$ cat src/rtl/arbitro_memoria.sv
// Arbitrates one single-port memory between instruction fetch and data access; data wins until fetch has waited MAX_DM grants.
// Latency: grant to ack >= 2 cycles; if mem_ready never arrives, ack plus bus_err pulse TIMEOUT cycles after grant.
// Backpressure: stall_x is held while x_req is high and x_ack low; the memory throttles through mem_ready.
module arbitro_memoria #(
  parameter int AW      = 32,
  parameter int DW      = 32,
  parameter int MAX_DM  = 4,
  parameter int TIMEOUT = 16
) (
  input  logic          clk,
  input  logic          reset,
  input  logic          if_req,
  input  logic [AW-1:0] if_addr,
  output logic [DW-1:0] if_rdata,
  output logic          if_ack,
  input  logic          dm_req,
  input  logic          dm_we,
  input  logic [AW-1:0] dm_addr,
  input  logic [DW-1:0] dm_wdata,
  output logic [DW-1:0] dm_rdata,
  output logic          dm_ack,
  output logic          mem_req,
  output logic          mem_we,
  output logic [AW-1:0] mem_addr,
  output logic [DW-1:0] mem_wdata,
  input  logic [DW-1:0] mem_rdata,
  input  logic          mem_ready,
  output logic          stall_if,
  output logic          stall_dm,
  output logic          bus_err
);

  localparam int SW = $clog2(MAX_DM + 1);
  localparam int CW = $clog2(TIMEOUT + 1);

  typedef enum logic [1:0] {IDLE, BUSY_IF, BUSY_DM} state_t;

  state_t        state, state_nx;
  logic [SW-1:0] dm_streak;
  logic [CW-1:0] tmo_cnt;
  logic          grant_if, grant_dm, done, expire;

  assign stall_if = if_req & ~if_ack;
  assign stall_dm = dm_req & ~dm_ack;

  always_ff @(posedge clk or negedge reset) begin
    if (!reset) state <= IDLE;
    else        state <= state_nx;
  end

  always_comb begin
    state_nx = state;
    grant_if = 1'b0;
    grant_dm = 1'b0;
    done     = 1'b0;
    expire   = 1'b0;
    case (state)
      IDLE: begin
        // The ack cycle is a dead cycle: requesters have not yet dropped req for the finished access.
        if (!(if_ack || dm_ack)) begin
          if (dm_req && (!if_req || dm_streak < SW'(MAX_DM))) begin
            grant_dm = 1'b1;
            state_nx = BUSY_DM;
          end else if (if_req) begin
            grant_if = 1'b1;
            state_nx = BUSY_IF;
          end
        end
      end
      BUSY_IF, BUSY_DM: begin
        if (mem_ready) begin
          done     = 1'b1;
          state_nx = IDLE;
        end else if (tmo_cnt >= CW'(TIMEOUT - 1)) begin
          expire   = 1'b1;
          state_nx = IDLE;
        end
      end
      default: state_nx = IDLE;
    endcase
  end

  always_ff @(posedge clk or negedge reset) begin
    if (!reset) begin
      mem_req   <= 1'b0;
      mem_we    <= 1'b0;
      mem_addr  <= '0;
      mem_wdata <= '0;
      if_rdata  <= '0;
      dm_rdata  <= '0;
      if_ack    <= 1'b0;
      dm_ack    <= 1'b0;
      bus_err   <= 1'b0;
      tmo_cnt   <= '0;
      dm_streak <= '0;
    end else begin
      if_ack  <= 1'b0;
      dm_ack  <= 1'b0;
      bus_err <= 1'b0;

      if (grant_if || grant_dm) begin
        mem_req   <= 1'b1;
        mem_we    <= grant_dm & dm_we;
        mem_addr  <= grant_dm ? dm_addr : if_addr;
        mem_wdata <= grant_dm ? dm_wdata : '0;
        tmo_cnt   <= CW'(1);
      end else if (state != IDLE) begin
        tmo_cnt <= tmo_cnt + CW'(1);
      end

      // A timed-out access still completes towards its requester, with zero data.
      if (done || expire) begin
        mem_req <= 1'b0;
        bus_err <= expire;
        if (state == BUSY_IF) begin
          if_ack   <= 1'b1;
          if_rdata <= done ? mem_rdata : '0;
        end else begin
          dm_ack   <= 1'b1;
          dm_rdata <= done ? mem_rdata : '0;
        end
      end

      if (grant_if)
        dm_streak <= '0;
      else if (grant_dm && if_req && dm_streak < SW'(MAX_DM))
        dm_streak <= dm_streak + SW'(1);
    end
  end

endmodule
$ cat config.mk
export PLATFORM = sky130hd
export DESIGN_NAME = arbitro_memoria
export DESIGN_NICKNAME = d
export VERILOG_FILES = /design/src/rtl/arbitro_memoria.sv
export SDC_FILE = /design/constraint.sdc
export NUM_CORES = 1
export LEC_CHECK = 0
export BUFFER_PORTS_ARGS = -buffer_cell sky130_fd_sc_hd__buf_2
export CAP_MARGIN = 20
export CORE_UTILIZATION = 45
export DETAILED_ROUTE_END_ITERATION = 6
export GPL_TIMING_DRIVEN = 0
export PLACE_DENSITY = 0.77
export SYNTH_ARGS = -nofsm -noshare
export SYNTH_HDL_FRONTEND = slang
export SYNTH_SLANG_ARGS = --single-unit
export TNS_END_PERCENT = 20
$ cat constraint.sdc
create_clock -name clk -period 2.45 [get_ports clk]
set_clock_uncertainty 0.15 [all_clocks]
set_input_delay 0.3675 -clock clk [delete_from_list [all_inputs] [get_ports clk]]
set_output_delay 0.3675 -clock clk [all_outputs]
set_load 0.01 [all_outputs]
==> results of run 1 <==
## timing repair
action                                 4_1_cts  5_1_grt
setup endpoints to repair                    7       20
hold buffers                                 1        0
endpoints found under the hold margin       41        0
resized for setup                            1        4
pin swaps                                    0        0
## kinds of logic (layout without fill, tap and decap cells)
logic type	count (synthesis)	in the layout	share of synthesized area, %
AOI/OAI and AO/OA	141	141	19.2
xor gates and xnor gates	2	2	0.311
buffers and inverters	39	341	4.33
and+or+nand+nor	64	64	5.48
muxes	34	34	6.04
adders and majority gates	5	5	1.11
DFF	143	143	63.5
## metrics by stage
stage          std cells  total power, mW  worst slack (ps)
5_1_grt              898             11.5              19.7
2_1_floorplan        428             6.53               454
3_5_place_dp         865             8.34              94.7
4_1_cts              898             11.0              22.7
6_report             898             10.9               128
3_3_place_gp         864             8.15              -975
## path summary, 6_finish.rpt
path | startpoint | to | slack [ps] | depth (start not counted)
max | tmo_cnt[0] | if_rdata[10] | 130 | 8
min | dm_wdata[23] | mem_wdata[23] | 30 | 2
max reg2reg | tmo_cnt[0] | if_rdata[10] | 130 | 8
min reg2reg | mem_addr[10] | mem_addr[10] | 330 | 2
max in group asynchronous | reset | mem_wdata[27] | 1040 | 3
min in group asynchronous | reset | dm_rdata[30] | 280 | 2
## layer usage
| metal | share of wire (%) | track usage, % | vias up |
|---|---|---|---|
| met5 | 0 | 0 | - |
| met4 | 1.2 | 8.14 | 0 |
| met3 | 7.5 | 8.02 | 17 |
| met2 | 49 | 40.9 | 206 |
| met1 | 42 | 29.2 | 2242 |
| li1 | - | - | 2150 |
## sequential cells by signal (all words and copies together), names as in the netlist
name       cells
if_ack         1
mem_wdata     32
state          2
dm_ack         1
mem_we         1
if_rdata      32
dm_streak      3
mem_addr      32
dm_rdata      32
bus_err        1
tmo_cnt        5
mem_req        1
## area by class of cell
cell class	count	area, sq um
Tap cell	168	210
Clock buffer	19	443
Timing Repair Buffer	270	1390
Inverter	7	26.3
Fill cell	967	4280
Multi-Input combinational cell	246	1810
Clock inverter	13	154
Sequential cell	143	3580
Buffer	32	221
## worst reg2reg max path: stages (launching register included)
cell and delay (ps):
dfrtp_1 420, ha_1 230, and3_1 200, ha_1 190
nor2_1 170, nand3b_1 160, nand3_1 240, buf_2 300
a22o_1 200
## power breakdown
| part | internal (mW) | switching [mW] | leakage, nW |
|---|---|---|---|
| logic | 2.00 | 2.27 | 2.12 |
| clock network | 1.55 | 1.03 | 0.279 |
| registers | 3.43 | 0.593 | 1.80 |
## cell usage in the layout, fill, tap and decap left out, types with 2 or more instances in the layout
cell and count:
a21oi_1 3, a22o_1 97, and2_1 2, and3_1 2
buf_2 275, buf_4 5, buf_6 10, bufinv_16 2
clkbuf_1 7, clkbuf_16 17, clkbuf_2 4, clkinv_4 3
clkinvlp_4 4, dfrtp_1 143, ha_1 5, inv_1 7
inv_6 3, mux2i_1 34, nand2_1 38, nand3_1 2
nand3b_1 2, nand4_1 2, nor2_1 5, nor2b_1 7
o21ai_0 12, o21ai_1 23, o22ai_1 2
==> results.json, run 1 <==
{
  "max-slew-margin-rel_pct": 64.6,
  "cpLargestDelayFamily": "simple AND/OR/NAND/NOR gates",
  "cts_max_path_buffers": 2,
  "overflow": 0,
  "crit_top_cell": "ha_1",
  "cts-root-buf": "clkbuf_16",
  "cp_data_required_time_ps": 2640,
  "rsz0062_at_grt": "no",
  "path_cells": "ha_1 -> and3_1 -> ha_1 -> nor2_1 -> nand3b_1 -> nand3_1 -> buf_2 -> a22o_1",
  "clk_pin_slew_ps": 60,
  "cts_inserted_buffers": 17,
  "drcViolationCount": 0,
  "vias": 4615,
  "power_density_nw_per_um2": 1390,
  "critPathSlowestCell": "dfrtp_1",
  "fin_util_pct": 64.7,
  "hold_viol_final": 0,
  "whs_ps": 31.9,
  "die_area_sq_um": 13000,
  "slowest_delay_ps": 420,
  "async_flop_share_pct": 100,
  "yosys_warnings": 0,
  "fmax_mhz": 431,
  "synthCells": 428,
  "vias_per_cell": 5.14,
  "drt-initial-drc-count": 233,
  "core-area_sq_um": 12100,
  "synth.distinct_cells": 32,
  "postCtsSetupBuffers": 0,
  "maxCapViolCount": 0,
  "grt_pass1_wl_um": 24100,
  "avgSynthCellArea_sq_um": 13.2,
  "grt_pass1_vias": 4779,
  "gp_congestion": 0.819,
  "worst_pin_slew_ps": 532,
  "ys.flop_type": "dfrtp_1",
  "area_growth_syn_to_layout_pct": 39.0,
  "hold_path_class": "in2reg",
  "worst_setup_path_end_kind": "flop",
  "path_max_fanout": 10,
  "track_usage_pct": 24.2,
  "die_w_um": 114,
  "start_kind": "flop",
  "slew_viol_final": 0,
  "final_nets": 856,
  "syn-num-nets": 567,
  "initial_core_util_pct": 46.5,
  "seq_area_frac_synth_pct": 63.5,
  "criticalPathCategory": "reg2reg",
  "syn_area_sq_um": 5640,
  "fin_area_sq_um": 7830,
  "port_buffers": 268,
  "outcome": "finished clean",
  "htreeDepth": 4,
  "pin_count": 269,
  "dieHeight_um": 114,
  "diodes": 0,
  "fin_crit_sh_pct": 94.8,
  "ir_worst_vdd_uv": 757,
  "cts_num_sinks": 143,
  "synthTopCellsByArea": "dfrtp_1 (63%), a22o_1 (15%), mux2i_1 (6.0%)",
  "yosysMostFrequentCell": "dfrtp_1",
  "drive_gt1_share_pct": 44.9,
  "synth_top_area_share_pct": 63.5,
  "antenna_left": 0,
  "synth-edff-count": 0,
  "row_count": 40,
  "clk-insertion-delay-late_ps": 410,
  "layout_min_cycle_time_ps": 2320,
  "arrival_ps": 2510,
  "routed_wirelength_um": 15300,
  "antenna_found_initial": 0,
  "synth.largest_area_cell": "dfrtp_1",
  "grt_max_degree": 103,
  "dp_hpwl_um": 11100,
  "synthTopCellsByCount": "dfrtp_1 (143), a22o_1 (97), nand2_1 (38)",
  "cts_tree": "built",
  "dpl_cell_area_sq_um": 7220,
  "crit_buf_inv": 1,
  "finalSetupViolCount": 0,
  "wl_per_cell_um": 17.1,
  "ys_ff_latch": 143,
  "setup_tns_ps": 0,
  "drtPass1Iterations": 6,
  "cellLeakagePower_nw": 4.21
}
No activity file was read; power rests on OpenSTA's default activity.
==> inputs of run 2 (changes only) <==
--- a/config.mk
+++ b/config.mk
@@ -11,6 +11,7 @@
 export DETAILED_ROUTE_END_ITERATION = 6
 export GPL_TIMING_DRIVEN = 0
 export PLACE_DENSITY = 0.77
+export RECOVER_POWER = 100
 export SYNTH_ARGS = -nofsm -noshare
 export SYNTH_HDL_FRONTEND = slang
 export SYNTH_SLANG_ARGS = --single-unit
==> results.json, run 2 (synthesis results as in run 1) <==
{
  "criticalPathCategory": "reg2reg",
  "track_usage_pct": 24.2,
  "drive_gt1_share_pct": 26.0,
  "worst_setup_path_end_kind": "flop",
  "routed_wirelength_um": 15300,
  "final_common_cell": "clkbuf_1",
  "pwr-share-clk_pct": 24.5,
  "cts_tree": "built",
  "initial_core_util_pct": 46.5,
  "cp.depth": 8,
  "startpoint": "tmo_cnt[0]",
  "gp_congestion": 0.819,
  "arrival_ps": 2510,
  "dieHeight_um": 114,
  "fmax_mhz": 430,
  "core-area_sq_um": 12100,
  "die_w_um": 114,
  "htreeDepth": 4,
  "dp_hpwl_um": 11100,
  "dp_slack_ps": 94.7,
  "layout_min_cycle_time_ps": 2320,
  "start_kind": "flop",
  "cp_data_required_time_ps": 2640,
  "p_sw_mw": 3.90,
  "final_nets": 856,
  "fin_crit_sh_pct": 94.8,
  "port_buffers": 268,
  "multiInputGateArea_sq_um": 1810,
  "cts-root-buf": "clkbuf_16",
  "crit_top_cell": "ha_1",
  "cts_num_sinks": 143,
  "ir_worst_vdd_uv": 733,
  "path_cells": "ha_1 -> and3_1 -> ha_1 -> nor2_1 -> nand3b_1 -> nand3_1 -> buf_2 -> a22o_1",
  "vias": 4643,
  "clk-insertion-delay-late_ps": 410,
  "critPathSlowestCell": "dfrtp_1",
  "rsz0062_at_grt": "no",
  "vias_per_cell": 5.17,
  "clk_pin_slew_ps": 60,
  "cts_max_path_buffers": 2,
  "fin_util_pct": 62.9,
  "dpl_cell_area_sq_um": 7220,
  "area_growth_syn_to_layout_pct": 35.2,
  "whs_path_depth": 2,
  "pin_count": 269,
  "max-slew-margin-rel_pct": 28.2,
  "grt_pass1_wl_um": 24100,
  "fin_area_sq_um": 7620,
  "hold_viol_final": 0,
  "wl_per_cell_um": 17.0,
  "slew_viol_final": 0,
  "power_density_nw_per_um2": 1380,
  "antenna_left": 0,
  "cpLargestDelayFamily": "simple AND/OR/NAND/NOR gates",
  "postCtsSetupBuffers": 0,
  "worst_pin_slew_ps": 1080,
  "grt_max_degree": 103,
  "grt_pass1_vias": 4779,
  "p_comb_share_pct": 37.0,
  "drt-initial-drc-count": 243,
  "rr_worst_depth": 8,
  "path_max_fanout": 10,
  "whs_ps": 31.4,
  "nFillCells": 1037,
  "overflow": 0,
  "slowest_delay_ps": 420,
  "fin_ws_ps": 127,
  "layout_common_cells": "clkbuf_1 (145), dfrtp_1 (143), buf_2 (137), a22o_1 (97), nand2_1 (38)",
  "reg2reg_from": "tmo_cnt[0]",
  "switching_share_pct": 37.0,
  "p_seq_share_pct": 38.5,
  "p_int_mw": 6.63,
  "crit_buf_inv": 1,
  "hp-start": "dm_wdata[23]",
  "die_area_sq_um": 13000,
  "maxCapViolCount": 0,
  "diodes": 0,
  "drtPass1Iterations": 5,
  "antenna_found_initial": 0,
  "cts_inserted_buffers": 17,
  "power_mw": 10.5,
  "outcome": "finished clean",
  "cellLeakagePower_nw": 3.73,
  "hold_path_class": "in2reg",
  "row_count": 40,
  "finalSetupViolCount": 0,
  "regArea_sq_um": 3580,
  "drcViolationCount": 0
}
-- run 2: cell types whose count changed in the layout (fill, tap and decap cells not counted), sizes merged --
cell    previous run  this run
clkbuf            29       173
buf              291       147
-- run 2: timing repair --
item | in CTS | in global routing
hold endpoints to repair | 41 | 0
resized for setup | 1 | 4
hold buffers | 1 | 0
pin swaps | 0 | 0
setup endpoints to repair | 7 | 20
-- run 2: path summary, 6_finish.rpt --
check                                 to  slack, ps
max                         if_rdata[10]        130
min                        mem_wdata[23]         30
max reg2reg                 if_rdata[10]        130
min reg2reg                 mem_addr[13]        330
max in group asynchronous  mem_wdata[27]        580
min in group asynchronous   if_rdata[30]        530
-- run 2: area by class of cell --
class                   instances  share of cell area [%]
inverters                       7                   0.345
repair buffers                270                    15.9
clock buffers                  19                    5.81
well taps                     168                    2.76
clock inverters                13                    2.02
flip-flops and latches        143                    47.0
multi-input cells             246                    23.8
plain buffers                  32                    2.45
-- run 2: per-layer routing --
metal  up-vias  part of all wire (%)  track usage [%]
li1       2151                     -                -
met1      2270                    41             29.2
met2       206                    50             40.9
met3        16                   7.5             8.02
met4         0                   1.3             8.14
met5         -                     0                0
-- run 2: power by group through the flow --
stage / logic, mW / clock network, mW / registers (mW)
floorplan: 2.07 / 0 / 4.46
global placement: 4.18 / 0 / 3.98
detailed placement: 4.33 / 0 / 4.01
CTS: 4.33 / 2.62 / 4.01
global route: 4.30 / 2.74 / 4.15
finish: 3.90 / 2.58 / 4.05
-- run 2: worst register-to-register path, stage by stage (launching register included) --
cell and delay, ps:
dfrtp_1 420, ha_1 230, and3_1 200, ha_1 190, nor2_1 160, nand3b_1 160
nand3_1 240, buf_2 300, a22o_1 200
-- run 2: metrics by stage --
step,cells,TNS (ps)
4_1_cts,898,0
6_report,898,0
3_3_place_gp,864,-137500
3_5_place_dp,865,0
2_1_floorplan,428,0
5_1_grt,898,0
==> inputs of run 3 (changes only) <==
--- a/config.mk
+++ b/config.mk
@@ -11,7 +11,7 @@
 export DETAILED_ROUTE_END_ITERATION = 6
 export GPL_TIMING_DRIVEN = 0
 export PLACE_DENSITY = 0.77
-export RECOVER_POWER = 100
+export RECOVER_POWER = 50
 export SYNTH_ARGS = -nofsm -noshare
 export SYNTH_HDL_FRONTEND = slang
 export SYNTH_SLANG_ARGS = --single-unit
==> results.json, run 3 (synthesis results as in run 1) <==
{
  "finalSetupViolCount": 0,
  "worstReg2RegEnd": "if_rdata[10]",
  "routed_wirelength_um": 15400,
  "drt-initial-drc-count": 214,
  "cpLargestDelayFamily": "simple AND/OR/NAND/NOR gates",
  "hold_path_class": "in2reg",
  "p_sw_mw": 3.94,
  "antenna_left": 0,
  "layout_common_cells": "buf_2 (144), dfrtp_1 (143), clkbuf_1 (138), a22o_1 (97), nand2_1 (38)",
  "cts_num_sinks": 143,
  "outcome": "finished clean",
  "maxCapViolCount": 0,
  "path_max_fanout": 10,
  "fmax_mhz": 430,
  "p_int_mw": 6.71,
  "layout_min_cycle_time_ps": 2330,
  "slowest_delay_ps": 420,
  "track_usage_pct": 24.2,
  "p_seq_share_pct": 38.1,
  "cp_data_required_time_ps": 2640,
  "nFillCells": 1032,
  "die_w_um": 114,
  "cellLeakagePower_nw": 3.76,
  "arrival_ps": 2520,
  "fin_ws_ps": 124,
  "rrSetupSlack_ps": 120,
  "path_cells": "ha_1 -> and3_1 -> ha_1 -> nor2_1 -> nand3b_1 -> nand3_1 -> buf_2 -> a22o_1",
  "grt_max_degree": 103,
  "core-area_sq_um": 12100,
  "whs_path_depth": 2,
  "gp_congestion": 0.819,
  "rsz0062_at_grt": "no",
  "vias_per_cell": 5.14,
  "port_buffers": 268,
  "clk-insertion-delay-late_ps": 410,
  "pin_count": 269,
  "fin_crit_sh_pct": 94.9,
  "drcViolationCount": 0,
  "postCtsSetupBuffers": 0,
  "switching_share_pct": 37.0,
  "slew_viol_final": 0,
  "cts-root-buf": "clkbuf_16",
  "overflow": 0,
  "diodes": 0,
  "worst_setup_path_end_kind": "flop",
  "start_kind": "flop",
  "worst_pin_slew_ps": 1090,
  "reg2reg_from": "tmo_cnt[0]",
  "min_to": "mem_wdata[23]",
  "antenna_found_initial": 0,
  "cts_max_path_buffers": 2,
  "cts_inserted_buffers": 17,
  "area_growth_syn_to_layout_pct": 35.9,
  "hp-start": "dm_wdata[23]",
  "criticalPathCategory": "reg2reg",
  "grt_pass1_wl_um": 24100,
  "hold_viol_final": 0,
  "final_nets": 856,
  "crit_top_cell": "ha_1",
  "final_common_cell": "buf_2",
  "vias": 4617,
  "cts_tree": "built",
  "drive_gt1_share_pct": 27.0,
  "clk_pin_slew_ps": 60,
  "rr_worst_depth": 8,
  "power_density_nw_per_um2": 1390,
  "initial_core_util_pct": 46.5,
  "pwr-share-clk_pct": 24.3,
  "drtPass1Iterations": 6,
  "p_comb_share_pct": 37.7,
  "die_area_sq_um": 13000,
  "ir_worst_vdd_uv": 735,
  "dieHeight_um": 114,
  "row_count": 40,
  "grt_pass1_vias": 4779,
  "wl_per_cell_um": 17.1,
  "dp_slack_ps": 94.7,
  "crit_buf_inv": 1,
  "critPathSlowestCell": "dfrtp_1",
  "dp_hpwl_um": 11100,
  "power_mw": 10.7,
  "htreeDepth": 4,
  "max-slew-margin-rel_pct": 27.7
}
run 3: worst max path at each step:
stage,start,end,slack [ps],depth (start not counted)
after floorplan,tmo_cnt[0],dm_rdata[10],450,8
after global placement,reset,mem_wdata[5],-970,1
after detailed placement,tmo_cnt[0],dm_rdata[12],90,8
after CTS,tmo_cnt[0],dm_rdata[25],20,8
after global routing,tmo_cnt[0],if_rdata[10],20,8
final,tmo_cnt[0],if_rdata[10],120,8
run 3: final cells by class:
class / instances / area (sq um) / share of cell area (%)
Timing Repair Buffer: 270 / 1210 / 15.9
Clock buffer: 19 / 443 / 5.78
Multi-Input combinational cell: 246 / 1810 / 23.7
Tap cell: 168 / 210 / 2.74
Sequential cell: 143 / 3580 / 46.7
Inverter: 7 / 26.3 / 0.343
Clock inverter: 13 / 154 / 2.01
Buffer: 32 / 221 / 2.89
run 3: layer usage:
metal	up-vias	part of all wire [%]	GRT usage, %
met5	-	0	0
met3	15	7.3	8.02
met2	200	50	40.9
li1	2150	-	-
met1	2252	42	29.2
met4	0	1.2	8.14
run 3: power by group through the flow:
stage          registers, mW  logic [mW]  clock network [mW]
5_1_grt                 4.15        4.41                2.74
3_5_place_dp            4.01        4.33                   0
6_report                4.05        4.01                2.58
2_1_floorplan           4.46        2.07                   0
3_3_place_gp            3.98        4.18                   0
4_1_cts                 4.01        4.33                2.62
run 3: what timing repair did:
item                                    CTS  global route
hold buffers                              1             0
gates cloned                              0             0
endpoints found under the setup margin    7            20
resized for setup                         1             4
hold endpoints to repair                 41             0
run 3: through the flow:
step	cell area, sq um	std cells	TNS, ps	util [%]	hold slack [ps]
2_1_floorplan	5640	428	0	-	-78.1
3_3_place_gp	7190	864	-137500	59.3	310
3_5_place_dp	7220	865	0	59.6	154
4_1_cts	7830	898	0	64.6	11.4
5_1_grt	7660	898	0	63.3	8.97
6_report	7660	898	0	63.3	31.6
run 3: worst reg2reg max path: stages (launching register included):
cell and delay [ps]:
dfrtp_1 420, ha_1 230, and3_1 200, ha_1 190, nor2_1 160, nand3b_1 160, nand3_1 240, buf_2 300
a22o_1 200
